[src/rtl/door_pkg.sv]
// Shared types and elaboration helpers for the garage-door controller.
`timescale 1ns/1ps
package door_pkg;

  typedef enum logic [2:0] {
    UNKNOWN,
    OPENING,
    OPEN,
    CLOSING,
    CLOSED,
    DEAD,
    STOPPED,
    FAULT
  } door_state_t;

  typedef enum logic {
    DIR_UP,
    DIR_DOWN
  } door_dir_t;

  function automatic int unsigned max2(input int unsigned a, input int unsigned b);
    return (a > b) ? a : b;
  endfunction

endpackage

[src/rtl/door_cycle_timer.sv]
// Saturating cycle counter: clear wins over enable, holds at MAX-1 and flags it on done_o.
`timescale 1ns/1ps
module door_cycle_timer #(
  parameter int unsigned MAX = 2,
  parameter int unsigned W   = 2
) (
  input  logic         clk,
  input  logic         rst,
  input  logic         clear,
  input  logic         enable,
  output logic [W-1:0] count_o,
  output logic         done_o
);

  logic [W-1:0] count_q, count_d;

  assign done_o  = (count_q == W'(MAX - 1));
  assign count_o = count_q;

  always_comb begin
    count_d = count_q;
    if (clear) begin
      count_d = '0;
    end else if (enable && !done_o) begin
      count_d = count_q + W'(1);
    end
  end

  always_ff @(posedge clk or posedge rst) begin
    if (rst) begin
      count_q <= '0;
    end else begin
      count_q <= count_d;
    end
  end

endmodule

[src/rtl/fsm_door_ctrl_param.sv]
// Garage-door controller: motor up/down with stop key, reversal dead-time, run timeout,
// fault latch and a blinking red lamp while the door is in motion.
`timescale 1ns/1ps
module fsm_door_ctrl_param
  import door_pkg::*;
#(
  parameter int unsigned DEAD_CYC    = 8,
  parameter int unsigned TIMEOUT_CYC = 2000000,
  parameter int unsigned BLINK_CYC   = 250000
) (
  input  logic clk2m,
  input  logic rst,
  input  logic key_up,
  input  logic key_down,
  input  logic key_stop,
  input  logic sense_up,
  input  logic sense_down,
  output logic ml,
  output logic mr,
  output logic light_red,
  output logic light_green,
  output logic fault
);

  localparam int unsigned MAX_CYC = max2(max2(DEAD_CYC, TIMEOUT_CYC), BLINK_CYC);
  localparam int unsigned CNT_W   = $clog2(MAX_CYC + 1);
  localparam int unsigned RUN_MAX = max2(DEAD_CYC, TIMEOUT_CYC);

  door_state_t state_q, state_d;
  door_dir_t   dir_q, dir_d;
  logic        ml_q, ml_d, mr_q, mr_d;
  logic        light_red_q, light_red_d, light_green_q, light_green_d;
  logic        fault_q, fault_d;

  logic             kup, kdn;
  logic             moving_q, moving_d, enter_motion;
  logic [CNT_W-1:0] run_cnt, blink_cnt;
  logic             run_done, blink_done;
  logic             run_tmo, dead_exp;
  logic             run_clear, blink_clear, blink_en;

  // Conflicting direction keys cancel; stop masks both.
  assign kup = key_up   & ~key_down & ~key_stop;
  assign kdn = key_down & ~key_up   & ~key_stop;

  assign moving_q     = state_q inside {OPENING, CLOSING, DEAD};
  assign moving_d     = state_d inside {OPENING, CLOSING, DEAD};
  assign enter_motion = moving_d & ~moving_q;

  // One counter times both the run and the dead phase; it saturates at the larger
  // limit, so done also marks whichever limit coincides with it.
  assign run_clear = moving_d && (state_d != state_q);
  assign run_tmo   = run_done || (run_cnt == CNT_W'(TIMEOUT_CYC - 1));
  assign dead_exp  = run_done || (run_cnt == CNT_W'(DEAD_CYC - 1));

  door_cycle_timer #(.MAX(RUN_MAX), .W(CNT_W)) u_run_timer (
    .clk     (clk2m),
    .rst     (rst),
    .clear   (run_clear),
    .enable  (moving_q),
    .count_o (run_cnt),
    .done_o  (run_done)
  );

  assign blink_en    = moving_d & moving_q;
  assign blink_clear = enter_motion || (blink_cnt == CNT_W'(BLINK_CYC - 1));

  door_cycle_timer #(.MAX(BLINK_CYC), .W(CNT_W)) u_blink_timer (
    .clk     (clk2m),
    .rst     (rst),
    .clear   (blink_clear),
    .enable  (blink_en),
    .count_o (blink_cnt),
    .done_o  (blink_done)
  );

  // Next-state logic; both end-stops active is a sensor fault from any state.
  always_comb begin
    state_d = state_q;
    dir_d   = dir_q;
    if (sense_up && sense_down) begin
      state_d = FAULT;
    end else begin
      case (state_q)
        UNKNOWN: begin
          if (sense_up)        state_d = OPEN;
          else if (sense_down) state_d = CLOSED;
          else if (kup)        state_d = OPENING;
          else if (kdn)        state_d = CLOSING;
        end
        OPENING: begin
          if (key_stop)      state_d = STOPPED;
          else if (sense_up) state_d = OPEN;
          else if (kdn) begin
            state_d = DEAD;
            dir_d   = DIR_DOWN;
          end else if (run_tmo) state_d = FAULT;
        end
        CLOSING: begin
          if (key_stop)        state_d = STOPPED;
          else if (sense_down) state_d = CLOSED;
          else if (kup) begin
            state_d = DEAD;
            dir_d   = DIR_UP;
          end else if (run_tmo) state_d = FAULT;
        end
        DEAD: begin
          if (key_stop)      state_d = STOPPED;
          else if (dead_exp) state_d = (dir_q == DIR_UP) ? OPENING : CLOSING;
        end
        OPEN:    if (kdn) state_d = CLOSING;
        CLOSED:  if (kup) state_d = OPENING;
        STOPPED: begin
          if (kup)      state_d = OPENING;
          else if (kdn) state_d = CLOSING;
        end
        FAULT:   if (key_stop) state_d = UNKNOWN;
        default: state_d = UNKNOWN;
      endcase
    end
  end

  // Output decode from the next state so outputs flop alongside the state register.
  always_comb begin
    ml_d          = (state_d == OPENING);
    mr_d          = (state_d == CLOSING);
    light_green_d = (state_d == OPEN);
    fault_d       = (state_d == FAULT);
    light_red_d   = 1'b0;
    case (state_d)
      CLOSED, FAULT: light_red_d = 1'b1;
      OPENING, CLOSING, DEAD: begin
        if (enter_motion)    light_red_d = 1'b1;
        else if (blink_done) light_red_d = ~light_red_q;
        else                 light_red_d = light_red_q;
      end
      default: light_red_d = 1'b0;
    endcase
  end

  always_ff @(posedge clk2m or posedge rst) begin
    if (rst) begin
      state_q       <= UNKNOWN;
      dir_q         <= DIR_UP;
      ml_q          <= 1'b0;
      mr_q          <= 1'b0;
      light_red_q   <= 1'b0;
      light_green_q <= 1'b0;
      fault_q       <= 1'b0;
    end else begin
      state_q       <= state_d;
      dir_q         <= dir_d;
      ml_q          <= ml_d;
      mr_q          <= mr_d;
      light_red_q   <= light_red_d;
      light_green_q <= light_green_d;
      fault_q       <= fault_d;
    end
  end

  assign ml          = ml_q;
  assign mr          = mr_q;
  assign light_red   = light_red_q;
  assign light_green = light_green_q;
  assign fault       = fault_q;

endmodule
[config.mk]
export PLATFORM = sky130hd
export DESIGN_NAME = fsm_door_ctrl_param
export DESIGN_NICKNAME = d
export VERILOG_FILES = /design/src/rtl/door_pkg.sv /design/src/rtl/door_cycle_timer.sv /design/src/rtl/fsm_door_ctrl_param.sv
export SDC_FILE = /design/constraint.sdc
export NUM_CORES = 1
export LEC_CHECK = 0
export ABC_AREA = 1
export CAP_MARGIN = 15
export CELL_PAD_IN_SITES_DETAIL_PLACEMENT = 0
export CELL_PAD_IN_SITES_GLOBAL_PLACEMENT = 1
export CORE_MARGIN = 2
export CORE_UTILIZATION = 45
export DETAILED_ROUTE_END_ITERATION = 8
export PLACE_DENSITY_LB_ADDON = 0.1
export SETUP_SLACK_MARGIN = 0.5
export SLEW_MARGIN = 20
export SYNTH_ARGS = -nofsm -noshare
export SYNTH_HDL_FRONTEND = slang
export SYNTH_SLANG_ARGS = --single-unit
[constraint.sdc]
create_clock -name clk2m -period 2.6 [get_ports clk2m]
set_input_delay 0.52 -clock clk2m [delete_from_list [all_inputs] [get_ports clk2m]]
set_output_delay 0.52 -clock clk2m [all_outputs]
set_load 0.03 [all_outputs]
==> impl_metrics.ini <==
[synthesis]
ys_ff_latch = 51
yosysUniqueCellTypes = 36
yosysTopAreaCellShare_pct = 36.3
synth_top_cell_by_area = dfrtp_1
synth_area_per_cell_um2 = 7.21
yosysSeqAreaShare_pct = 36.3
syn-cell-area_mm2 = 0.00352
async_flop_share_pct = 100
synthCells = 488
synth-edff-count = 0
netlist_top_cells_area = dfrtp_1, nand2_1, nand3_1
synth_warnings = 0
synth-main-ff-cell = dfrtp_1
syn-num-nets = 497
yosys-top-cells-count = nand2_1, nand3_1, nor2_1
yosysMostFrequentCell = nand2_1

[clock_tree]
clk_latency_ps = 310
cts_buffer_depth = 2
clk_pin_slew_worst_paths_ps = 100
clkSinkCount = 51
numCtsBuffers = 5
tritoncts = done
htreeDepth = 2
cts-root-buf = clkbuf_8

[routing]
first_pass_iters = 4
drc = 0
wirelength_um = 9610
vias = 3424
wl_per_cell_um = 14.7
drt_iter0_drc = 149
viasPerCell = 5.23
drt.antenna.violating_nets = 0

[power]
p_clk_share_pct = 11.1
power_density_mw_per_mm2 = 881
netSwitchingFraction_pct = 48.0
comb_power_share_pct = 64.6
max-vdd-ir-drop_uv = 784
sequentialPowerShare_pct = 24.2
p_leak_nw = 2.15
p_int_w = 0.00216
p_switching_w = 0.00199

[sta]
tightest_slew_ps = 508
final_max_slew_viol_count = 0
setup_violations = 0
hold_violations = 0
maxSlewHeadroom_pct = 65.8
setup_ws_ps = 472
fmax_mhz = 470
grt_setup_unrepaired = yes
fin_crit_ps = 2130
final.setup_skew_ps = 15.1
period_share_pct = 81.9

[layout]
fin_area_mm2 = 0.00472
multi_input_comb_area_mm2 = 0.00236
n_antenna_cell = 0
nets = 561
fillers = 705
drive_above_1_share_pct = 35.1
seq_area_mm2 = 0.00130
syn2layout_area_growth_pct = 34.2

[worst_setup_path]
critPathCaptureType = register
start_kind = register
r2r_slack_ps = 470
r2r_cells = 16
worst_ep_required_time_ps = 2800
critPathMaxFanout = 6
worst_r2r_endpoint = u_blink_timer.count_o[4]
crit_arrival_ps = 2330
rr_startpoint = u_run_timer.count_o[1]
critPathKind = reg -> reg

[global_routing]
grt_overflow = 0
track_usage_pct = 22.3
grt_antenna_before_repair = 0
grt_pass1_vias = 3264
grt_max_degree = 52
grt_pass1_wl_um = 15500

[flow_run]
cap_violations = 0

[place]
port-buffer-count = 11
gp_congestion = 0.879
dp_hpwl_um = 6060
post-place-ws_ps = -161
placed_cell_area_mm2 = 0.00382

[floorplanning]
ios = 12
core-area_mm2 = 0.00765
die_w_um = 92.4
die_y_um = 92.4
start_util_pct = 46.0
die_area_mm2 = 0.00854
rows = 32

[run_status]
status = finished clean

[hold_path]
hp-class = in -> async
[worst max path at each step]
stage | from | end | cells after the start | slack (ps)
global route | u_run_timer.count_o[18] | u_blink_timer.count_o[4] | 15 | 380
CTS | u_blink_timer.count_o[0] | u_blink_timer.count_o[1] | 9 | 430
global placement | key_stop | u_blink_timer.count_o[2] | 14 | -100
finish | u_run_timer.count_o[1] | u_blink_timer.count_o[4] | 16 | 470
detailed placement | key_stop | u_blink_timer.count_o[7] | 14 | -160
floorplan | u_run_timer.count_o[0] | u_blink_timer.count_o[5] | 16 | 620
[power by group through the flow]
stage / clock (W) / combinational, W / sequential, W
finish: 0.000463 / 0.00269 / 0.00101
detailed placement: 0 / 0.00181 / 0.00100
global route: 0.000505 / 0.00290 / 0.00102
CTS: 0.000485 / 0.00217 / 0.000997
floorplan: 0 / 0.00130 / 0.00102
global placement: 0 / 0.00181 / 0.00100
[repair_timing]
action | 4_1_cts | 5_1_grt
pin swaps | 1 | 37
setup endpoints to repair | 43 | 43
hold buffers | 0 | 0
resized for setup | 42 | 108
buffers inserted | 5 | 30
cloned | 4 | 2
[registers in the layout (all words and copies together) (netlist names)]
| name | cells |
|---|---|
| dir_q | 1 |
| light_green | 1 |
| u_blink_timer.count_o | 21 |
| ml | 1 |
| light_red | 1 |
| fault | 1 |
| u_run_timer.count_o | 21 |
| mr | 1 |
| state_q | 3 |
[cells by family after synthesis]
group	share of synthesized area, %
AO/OA/AOI/OAI	6.90
flip-flops	36.3
XOR/XNOR	9.21
multiplexers	0.925
AND/OR/NAND/NOR	37.4
adder cells (fa/ha/maj)	0.711
buffers and inverters	8.54
[worst max-delay path: stages (launching register included)]
cell	delay, ps
dfrtp_1	400
ha_4	180
buf_6	100
nand3_2	90
nor2_2	120
nand2_1	90
nand2_2	80
a21boi_1	70
nor2_2	140
nand2_2	90
inv_2	80
nand2_2	60
nand2_4	120
clkinv_8	110
buf_8	160
nand3_2	60
nand2_1	60
[placed cells by master, fill, tap and decap left out, types with 2 or more instances in the layout]
cell type,n
a21boi_1,2
a21oi_1,17
a21oi_2,8
buf_12,2
buf_4,46
buf_6,5
buf_8,3
clkbuf_8,5
clkdlybuf4s50_1,6
clkinvlp_4,5
dfrtp_1,34
dfrtp_2,17
dlygate4sd2_1,2
inv_1,36
inv_2,14
nand2_1,93
nand2_2,12
nand2_4,3
nand2_8,2
nand3_1,46
nand3_2,24
nand3_4,4
nand4_1,15
nor2_1,47
nor2_2,13
nor2_4,7
nor3_1,4
nor3_2,6
nor3_4,2
nor4_1,5
o21ai_0,7
o21ai_1,2
xnor2_1,12
xor2_1,24
[metrics by stage]
step                utilization [%]  std cells  hold WS (ps)  TNS, ps  power, W
floorplan                         -        488           466        0   0.00232
global placement               50.0        606           509    -2330   0.00282
detailed placement             50.0        606           527    -4310   0.00281
CTS                            53.6        623           541        0   0.00365
global route                   61.7        655           592        0   0.00443
finish                         61.7        655           546        0   0.00416
[per-layer routing]
layer | routed length [µm] | global-route usage, % | part of all wire (%) | up-vias
met5 | 0 | 0 | 0 | -
met4 | 72 | 4.23 | 0.75 | 0
met3 | 301 | 2.93 | 3.1 | 7
met2 | 4550 | 35.7 | 47 | 60
met1 | 4690 | 32.6 | 49 | 1625
li1 | - | - | - | 1732
[layout make-up]
type / instances / share of cell area [%]
tap: 102 / 2.70
timing repair inverter: 3 / 0.477
inverter: 52 / 4.48
sequential: 51 / 27.5
clock buffer: 6 / 1.54
clock inverter: 2 / 0.265
timing repair buffer: 68 / 13.0
multi-input combinational: 371 / 50.1
No activity file was read; power rests on OpenSTA's default activity.
